File: config.mk
export PLATFORM = sky130hd
export DESIGN_NAME = ex_stage
export DESIGN_NICKNAME = d
export VERILOG_FILES = /design/src/rtl/ex_stage.sv
export SDC_FILE = /design/constraint.sdc
export NUM_CORES = 2
export LEC_CHECK = 0
export ABC_CLOCK_PERIOD_IN_PS = 57300
export CELL_PAD_IN_SITES_DETAIL_PLACEMENT = 0
export CELL_PAD_IN_SITES_GLOBAL_PLACEMENT = 1
export CORE_MARGIN = 3
export CORE_UTILIZATION = 50
export DETAILED_ROUTE_END_ITERATION = 7
export PLACE_DENSITY = 0.84
export SETUP_SLACK_MARGIN = 0.3
export SLEW_MARGIN = 20
export SYNTH_ARGS = -nofsm -noshare
export SYNTH_HDL_FRONTEND = slang
export SYNTH_SLANG_ARGS = --single-unit
File: constraint.sdc
create_clock -name clk -period 57.3 [get_ports clk]
set_clock_uncertainty 0.15 [all_clocks]
set_input_delay 17.19 -clock clk [delete_from_list [all_inputs] [get_ports clk]]
set_output_delay 17.19 -clock clk [all_outputs]
set_load 0.02 [all_outputs]
File: src/rtl/ex_stage.sv
// ---------------------------------------------------------------------------
// ex_stage : execute stage (ALU, flags, signed multiply, writeback register)
// Build option EX_FAST_MUL_EN: single-cycle combinational IMUL.  Rev 1.0
// ---------------------------------------------------------------------------
`default_nettype none

module ex_stage #(
  parameter int XLEN = 64,
  parameter int OPW  = 8
) (
  input  logic            clk,
  input  logic            reset,
  input  logic            in_valid,
  output logic            in_ready,
  input  logic            in_nop,
  input  logic [OPW-1:0]  in_oper,
  input  logic [XLEN-1:0] in_oper1,
  input  logic [XLEN-1:0] in_oper2,
  input  logic [3:0]      in_dstreg,
  input  logic [1:0]      in_size,
  input  logic            in_flush,
  output logic            out_valid,
  input  logic            out_ready,
  output logic            out_wb_en,
  output logic [3:0]      out_dstreg,
  output logic [XLEN-1:0] out_result,
  output logic [3:0]      out_flags,
  output logic            out_illegal
);

  localparam logic [OPW-1:0] c_op_add  = 8'h01;
  localparam logic [OPW-1:0] c_op_sub  = 8'h02;
  localparam logic [OPW-1:0] c_op_and  = 8'h03;
  localparam logic [OPW-1:0] c_op_or   = 8'h04;
  localparam logic [OPW-1:0] c_op_xor  = 8'h05;
  localparam logic [OPW-1:0] c_op_mov  = 8'h06;
  localparam logic [OPW-1:0] c_op_cmp  = 8'h07;
  localparam logic [OPW-1:0] c_op_shl  = 8'h08;
  localparam logic [OPW-1:0] c_op_shr  = 8'h09;
  localparam logic [OPW-1:0] c_op_imul = 8'h0A;

  typedef enum logic [0:0] {S_IDLE = 1'b0, S_BUSY = 1'b1} state_e;

  function automatic logic [63:0] f_mask(input logic [1:0] sz);
    case (sz)
      2'b00:   f_mask = 64'h0000_0000_0000_00FF;
      2'b01:   f_mask = 64'h0000_0000_0000_FFFF;
      2'b10:   f_mask = 64'h0000_0000_FFFF_FFFF;
      default: f_mask = 64'hFFFF_FFFF_FFFF_FFFF;
    endcase
  endfunction

  function automatic logic f_msb(input logic [63:0] v, input logic [1:0] sz);
    case (sz)
      2'b00:   f_msb = v[7];
      2'b01:   f_msb = v[15];
      2'b10:   f_msb = v[31];
      default: f_msb = v[63];
    endcase
  endfunction

  function automatic logic [63:0] f_sext(input logic [63:0] v, input logic [1:0] sz);
    case (sz)
      2'b00:   f_sext = {{56{v[7]}}, v[7:0]};
      2'b01:   f_sext = {{48{v[15]}}, v[15:0]};
      2'b10:   f_sext = {{32{v[31]}}, v[31:0]};
      default: f_sext = v;
    endcase
  endfunction

  // Narrow writes keep the upper register bits; 32-bit writes zero-extend.
  function automatic logic [63:0] f_merge(input logic [63:0] o1, input logic [63:0] r,
                                          input logic [1:0] sz);
    case (sz)
      2'b00:   f_merge = {o1[63:8], r[7:0]};
      2'b01:   f_merge = {o1[63:16], r[15:0]};
      2'b10:   f_merge = {32'd0, r[31:0]};
      default: f_merge = r;
    endcase
  endfunction

  function automatic logic [6:0] f_width(input logic [1:0] sz);
    case (sz)
      2'b00:   f_width = 7'd8;
      2'b01:   f_width = 7'd16;
      2'b10:   f_width = 7'd32;
      default: f_width = 7'd64;
    endcase
  endfunction

  // Returns {OF,SF,ZF,CF, merged result} for a full 2W-bit signed product.
  function automatic logic [67:0] f_mul_pack(input logic [127:0] p, input logic [1:0] sz,
                                             input logic [63:0] o1);
    logic [63:0] r;
    logic [63:0] rs;
    logic        ovf;
    r   = p[63:0] & f_mask(sz);
    rs  = f_sext(r, sz);
    ovf = (p != {{64{rs[63]}}, rs});
    f_mul_pack = {ovf, f_msb(r, sz), (r == 64'd0), ovf, f_merge(o1, r, sz)};
  endfunction

  state_e      state_q, state_d;
  logic [6:0]  cnt_q, cnt_d;
  logic        out_valid_q, out_valid_d;
  logic        out_wb_en_q;
  logic [3:0]  out_dstreg_q;
  logic [63:0] out_result_q;
  logic [3:0]  out_flags_q;
  logic        out_illegal_q;

  logic        w_accept;
  logic        w_in_ready;
  logic [63:0] w_mask;
  logic [63:0] w_a, w_b, w_r;
  logic [63:0] w_sa, w_sb;
  logic [64:0] w_sum;
  logic [6:0]  w_width, w_cnt;
  logic [5:0]  w_idx;
  logic        w_cf, w_of, w_upd, w_raw, w_is_mul;
  logic [63:0] w_ex_res;
  logic [3:0]  w_ex_flags;
  logic        w_ex_wb, w_ex_ill;

  logic        w_load, w_mul_start, w_mul_step;
  logic [63:0] w_ld_res;
  logic [3:0]  w_ld_flags;
  logic        w_ld_wb, w_ld_ill;
  logic [3:0]  w_ld_dst;

  assign w_in_ready = (state_q == S_IDLE) && (!out_valid_q || out_ready) && !in_flush;
  assign w_accept   = in_valid && w_in_ready;

  assign w_mask  = f_mask(in_size);
  assign w_width = f_width(in_size);
  assign w_sa    = f_sext(in_oper1, in_size);
  assign w_sb    = f_sext(in_oper2, in_size);
  assign w_cnt   = (in_size == 2'b11) ? {1'b0, in_oper2[5:0]} : {2'b00, in_oper2[4:0]};

`ifdef EX_FAST_MUL_EN
  logic [127:0] w_fast_prod;
  logic [67:0]  w_fast_pack;
  assign w_fast_prod = {{64{w_sa[63]}}, w_sa} * {{64{w_sb[63]}}, w_sb};
  assign w_fast_pack = f_mul_pack(w_fast_prod, in_size, in_oper1);
`else
  logic [127:0] mcand_q;
  logic [63:0]  mplier_q;
  logic [127:0] prod_q;
  logic         neg_q;
  logic [1:0]   m_size_q;
  logic [63:0]  m_oper1_q;
  logic [3:0]   m_dst_q;
  logic [127:0] w_prod_step, w_prod_fin;
  logic [67:0]  w_mul_pack;

  assign w_prod_step = prod_q + (mplier_q[0] ? mcand_q : 128'd0);
  assign w_prod_fin  = neg_q ? (128'd0 - w_prod_step) : w_prod_step;
  assign w_mul_pack  = f_mul_pack(w_prod_fin, m_size_q, m_oper1_q);

  // Shift-add on magnitudes; sign is reapplied once the last bit is folded in.
  always_ff @(posedge clk or posedge reset) begin
    if (reset) begin
      mcand_q   <= '0;
      mplier_q  <= '0;
      prod_q    <= '0;
      neg_q     <= 1'b0;
      m_size_q  <= '0;
      m_oper1_q <= '0;
      m_dst_q   <= '0;
    end else if (w_mul_start) begin
      mcand_q   <= {64'd0, (w_sa[63] ? (64'd0 - w_sa) : w_sa)};
      mplier_q  <= w_sb[63] ? (64'd0 - w_sb) : w_sb;
      prod_q    <= '0;
      neg_q     <= w_sa[63] ^ w_sb[63];
      m_size_q  <= in_size;
      m_oper1_q <= in_oper1;
      m_dst_q   <= in_dstreg;
    end else if (w_mul_step) begin
      prod_q   <= w_prod_step;
      mcand_q  <= mcand_q << 1;
      mplier_q <= mplier_q >> 1;
    end
  end
`endif

  always_comb begin
    w_a        = in_oper1 & w_mask;
    w_b        = in_oper2 & w_mask;
    w_r        = '0;
    w_sum      = '0;
    w_idx      = '0;
    w_cf       = 1'b0;
    w_of       = 1'b0;
    w_upd      = 1'b0;
    w_raw      = 1'b0;
    w_is_mul   = 1'b0;
    w_ex_wb    = 1'b1;
    w_ex_ill   = 1'b0;
    w_ex_flags = out_flags_q;
    case (in_oper)
      c_op_add: begin
        w_sum = {1'b0, w_a} + {1'b0, w_b};
        w_r   = w_sum[63:0] & w_mask;
        w_cf  = |(w_sum & {1'b1, ~w_mask});
        w_of  = (f_msb(w_a, in_size) == f_msb(w_b, in_size)) &&
                (f_msb(w_r, in_size) != f_msb(w_a, in_size));
        w_upd = 1'b1;
      end
      c_op_sub, c_op_cmp: begin
        w_r   = (w_a - w_b) & w_mask;
        w_cf  = (w_a < w_b);
        w_of  = (f_msb(w_a, in_size) != f_msb(w_b, in_size)) &&
                (f_msb(w_r, in_size) != f_msb(w_a, in_size));
        w_upd = 1'b1;
        if (in_oper == c_op_cmp) begin
          w_ex_wb = 1'b0;
          w_raw   = 1'b1;
        end
      end
      c_op_and: begin w_r = w_a & w_b; w_upd = 1'b1; end
      c_op_or:  begin w_r = w_a | w_b; w_upd = 1'b1; end
      c_op_xor: begin w_r = w_a ^ w_b; w_upd = 1'b1; end
      c_op_mov: w_r = w_b;
      c_op_shl, c_op_shr: begin
        if (w_cnt == 7'd0) begin
          w_r = w_a;
        end else if (w_cnt >= w_width) begin
          w_r   = '0;
          w_upd = 1'b1;
        end else if (in_oper == c_op_shl) begin
          w_idx = w_width[5:0] - w_cnt[5:0];
          w_r   = (w_a << w_cnt) & w_mask;
          w_cf  = w_a[w_idx];
          w_upd = 1'b1;
        end else begin
          w_idx = w_cnt[5:0] - 6'd1;
          w_r   = w_a >> w_cnt;
          w_cf  = w_a[w_idx];
          w_upd = 1'b1;
        end
      end
      c_op_imul: begin
`ifdef EX_FAST_MUL_EN
        w_is_mul = 1'b0;
`else
        w_is_mul = 1'b1;
`endif
      end
      default: begin
        w_ex_ill = 1'b1;
        w_ex_wb  = 1'b0;
        w_raw    = 1'b1;
      end
    endcase
    w_ex_res = w_raw ? in_oper1 : f_merge(in_oper1, w_r, in_size);
    if (w_upd) begin
      w_ex_flags = {w_of, f_msb(w_r, in_size), (w_r == 64'd0), w_cf};
    end
`ifdef EX_FAST_MUL_EN
    if (in_oper == c_op_imul) begin
      {w_ex_flags, w_ex_res} = w_fast_pack;
    end
`endif
  end

  always_comb begin
    state_d     = state_q;
    cnt_d       = cnt_q;
    w_load      = 1'b0;
    w_mul_start = 1'b0;
    w_mul_step  = 1'b0;
    w_ld_res    = w_ex_res;
    w_ld_flags  = w_ex_flags;
    w_ld_wb     = w_ex_wb;
    w_ld_ill    = w_ex_ill;
    w_ld_dst    = in_dstreg;
    case (state_q)
      S_IDLE: begin
        if (w_accept && !in_nop) begin
          if (w_is_mul) begin
            state_d     = S_BUSY;
            cnt_d       = w_width;
            w_mul_start = 1'b1;
          end else begin
            w_load = 1'b1;
          end
        end
      end
      S_BUSY: begin
`ifdef EX_FAST_MUL_EN
        state_d = S_IDLE;
`else
        if (in_flush) begin
          state_d = S_IDLE;
          cnt_d   = '0;
        end else begin
          w_mul_step = 1'b1;
          cnt_d      = cnt_q - 7'd1;
          if (cnt_q == 7'd1) begin
            state_d                = S_IDLE;
            w_load                 = 1'b1;
            {w_ld_flags, w_ld_res} = w_mul_pack;
            w_ld_wb                = 1'b1;
            w_ld_ill               = 1'b0;
            w_ld_dst               = m_dst_q;
          end
        end
`endif
      end
      default: state_d = S_IDLE;
    endcase

    if (in_flush)         out_valid_d = 1'b0;
    else if (w_load)      out_valid_d = 1'b1;
    else if (out_ready)   out_valid_d = 1'b0;
    else                  out_valid_d = out_valid_q;
  end

  always_ff @(posedge clk or posedge reset) begin
    if (reset) begin
      state_q       <= S_IDLE;
      cnt_q         <= '0;
      out_valid_q   <= 1'b0;
      out_wb_en_q   <= 1'b0;
      out_dstreg_q  <= '0;
      out_result_q  <= '0;
      out_flags_q   <= '0;
      out_illegal_q <= 1'b0;
    end else begin
      state_q     <= state_d;
      cnt_q       <= cnt_d;
      out_valid_q <= out_valid_d;
      if (w_load) begin
        out_wb_en_q   <= w_ld_wb;
        out_dstreg_q  <= w_ld_dst;
        out_result_q  <= w_ld_res;
        out_flags_q   <= w_ld_flags;
        out_illegal_q <= w_ld_ill;
      end
    end
  end

  assign in_ready    = w_in_ready;
  assign out_valid   = out_valid_q;
  assign out_wb_en   = out_wb_en_q;
  assign out_dstreg  = out_dstreg_q;
  assign out_result  = out_result_q;
  assign out_flags   = out_flags_q;
  assign out_illegal = out_illegal_q;

endmodule

`default_nettype wire

==> impl_metrics.env <==
export IMPL_status="finished with violations"
export IMPL_failed_checks="DRC"
export IMPL_drv_cap=0
export IMPL_powerDensity_nw_per_um2=16.5
export IMPL_io_pins=224
export IMPL_finalSetupTns_ps=0
export IMPL_synth_simple_area_share_pct=25.0
export IMPL_finalSetupViolCount=0
export IMPL_dp_hpwl_um=250000
export IMPL_synth_commonest_cells="nand2_1, o21ai_0, nor2_1, a21oi_1, clkbuf_1"
export IMPL_antenna_found_initial=25
export IMPL_end_kind="output port"
export IMPL_worst_pin_slew_ps=1410
export IMPL_ant_nets=0
export IMPL_cts_root_buf="clkbuf_16"
export IMPL_gp_congestion=1.11
export IMPL_cts_tree="done"
export IMPL_fill_cells=11800
export IMPL_postCtsSetupRepairBufs=0
export IMPL_synth_area_leaders="dfrtp_1, nand2_1, ha_1"
export IMPL_setup_worst_path_start_class="primary input"
export IMPL_synth_largest_area_cell="dfrtp_1"
export IMPL_yosysUniqueCellTypes=106
export IMPL_synth_mux_area_share_pct=7.15
export IMPL_slew_headroom_pct=4.96
export IMPL_synth_top_family_by_area="compound AO/OA/AOI/OAI gates"
export IMPL_synthArstFlopShare_pct=100
export IMPL_drc=24
export IMPL_synth_area_um2=60900
export IMPL_die_area_um2=126000
export IMPL_ir_drop_v=0.0000246
export IMPL_cp_max_fo=4
export IMPL_cts_max_path_buffers=3
export IMPL_hold_viol=0
export IMPL_start_util_pct=50.6
export IMPL_core_area_um2=120000
export IMPL_routed_via_density=7.30
export IMPL_clock_latency_ps=740
export IMPL_clk_pin_slew_worst_paths_ps=60
export IMPL_grt_pass1_vias=67500
export IMPL_p_leak_nw=28.4
export IMPL_worstPathRequired_ps=39960
export IMPL_setup_ws_ps=21270
export IMPL_synth_compound_area_share_pct=31.0
export IMPL_ff2ff_setup_slack_ps=47050
export IMPL_synthXorXnorAreaFrac_pct=5.16
export IMPL_synth_top_area_share_pct=19.1
export IMPL_drt_pass1_iter_count=8
export IMPL_finalWirelength_um=323000
export IMPL_grt_usage_pct=48.7
export IMPL_timing_final_crit_share_pct=62.9
export IMPL_ys_flop_type="dfrtp_1"
export IMPL_drtIter0Drc=11700
export IMPL_syn_area_per_cell_um2=7.14
export IMPL_grt_pass1_wl_um=462000
export IMPL_maxSlewViolCount=0
export IMPL_portBuffers=223
export IMPL_clock_sinks=466
export IMPL_path_class="in -> out"
export IMPL_synth_nets=9022
export IMPL_numCtsBuffers=55
export IMPL_die_x_um=355
export IMPL_nets=8836
export IMPL_grt_max_degree=191
export IMPL_cts_max_level=2
export IMPL_vias=73200
export IMPL_synth_edff_count=0
export IMPL_syn_inst=8541
export IMPL_dieHeight_um=355
export IMPL_worst_endpoint_arrival_ps=18690
export IMPL_hold_path_class="reg -> reg"
export IMPL_dp_cells=9909
export IMPL_post_place_ws_ps=21290
export IMPL_ys_warn_count=0
export IMPL_layout_cells_non_filler=10000
export IMPL_rows=127
export IMPL_synthToLayoutAreaGrowth_pct=8.69
export IMPL_fmax_ghz=0.0278
export IMPL_synth_most_common_cell="nand2_1"
export IMPL_holdBufCountCts=0
export IMPL_ys_ff_latch=466
export IMPL_cts_resized=0
export IMPL_yosysSeqAreaShare_pct=19.1
export IMPL_rsz0062_at_grt="false"
export IMPL_drive_above_1_share_pct=7.14
export IMPL_wl_per_cell_um=32.2
export IMPL_grt_remaining_overflow=0
export IMPL_synthAdderAreaFrac_pct=6.87
export IMPL_period_minus_slack_ps=36030
## sequential cells by signal, indices dropped and copies added, names as in the netlist
name / count
out_result: 64
out_illegal: 1
mcand_q: 128
mplier_q: 64
out_wb_en: 1
m_size_q: 2
state_q: 1
cnt_q: 7
out_flags: 4
m_dst_q: 4
m_oper1_q: 56
out_dstreg: 4
prod_q: 128
out_valid: 1
neg_q: 1
## power breakdown
part / internal (W) / total, W / leakage [nW] / switching, W
clock: 0.000212 / 0.000380 / 0.905 / 0.000168
sequential: 0.000340 / 0.000352 / 6.36 / 0.0000120
combinational: 0.000119 / 0.000359 / 21.1 / 0.000241
total: 0.000671 / 0.00109 / 28.4 / 0.000421
## layer usage
layer  track usage [%]  wire (µm)  vias to the layer above
li1                  -          -                    31200
met2              71.0     132000                     5512
met3              15.9      44500                     1418
met4              32.9      27500                       14
met5             0.500         87                        -
met1              61.2     119000                    35000
## placed cells by master, fill, tap and decap left out, types with 34 or more instances in the layout
cell / instances
nand2_1: 1241
o21ai_0: 742
nor2_1: 719
a21oi_1: 680
dfrtp_1: 464
ha_1: 330
nand3_1: 272
xnor2_1: 242
inv_1: 239
clkdlybuf4s50_1: 215
and2_1: 192
nor3_1: 189
buf_4: 184
a22oi_1: 148
nand4_1: 140
mux2i_1: 136
a21o_1: 134
a211oi_1: 125
o31ai_1: 123
o22ai_1: 123
xor2_1: 114
a221oi_1: 97
o211ai_1: 96
mux4_2: 92
or3_1: 83
mux2_2: 82
nor4_1: 74
a31oi_1: 72
nand2b_1: 63
o21bai_1: 60
and3_1: 58
clkbuf_16: 55
o41ai_1: 44
o21a_1: 42
a22o_1: 34
## cell families (layout without fill, tap and decap cells)
| kind of cell | count (synthesis) | after routing |
|---|---|---|
| multiplexers | 310 | 310 |
| AND/OR/NAND/NOR | 3257 | 3257 |
| AO/OA/AOI/OAI | 2909 | 2909 |
| XOR/XNOR | 358 | 358 |
| other | 0 | 17 |
| buffers and inverters | 908 | 765 |
| flip-flops | 466 | 466 |
| adder cells (fa/ha/maj) | 333 | 333 |
## layout make-up
type / instances / area [µm²] / area share, %
sequential: 466 / 11700 / 17.6
tap: 1612 / 2020 / 3.04
clock buffer: 75 / 1570 / 2.37
clock inverter: 25 / 344 / 0.519
inverter: 257 / 977 / 1.48
timing repair buffer: 408 / 3620 / 5.46
multi-input combinational: 7167 / 46000 / 69.5
antenna: 17 / 42.5 / 0.0642
## final timing paths
path	startpoint	endpoint	cells past startpoint
setup / recovery	in_flush	in_ready	3
hold reg to reg	m_oper1_q[26]$_DFFE_PP0P_	m_oper1_q[26]$_DFFE_PP0P_	2
max in group asynchronous	reset	mcand_q[83]$_DFFE_PP0P_	4
hold / removal	m_oper1_q[26]$_DFFE_PP0P_	m_oper1_q[26]$_DFFE_PP0P_	2
setup reg to reg	mplier_q[0]$_DFFE_PP0P_	out_flags[0]$_DFFE_PP0P_	22
min in group asynchronous	reset	prod_q[10]$_DFFE_PP0P_	2
## worst max-delay path: stages
cell             delay, ps
clkdlybuf4s50_1        500
nor3_1                 320
clkdlybuf4s50_1        670
## per-stage QoR
step / hold slack, ps / util (%) / instance area [µm²] / total power (W)
CTS: 323 / 54.9 / 66200 / 0.00107
global placement: 306 / 53.3 / 64200 / 0.000693
finish: 321 / 55.0 / 66200 / 0.00109
detailed placement: 308 / 53.3 / 64200 / 0.000695
floorplan: 288 / - / 60900 / 0.000555
global route: 343 / 55.0 / 66200 / 0.00111
Power figures use the tool's default switching activity.
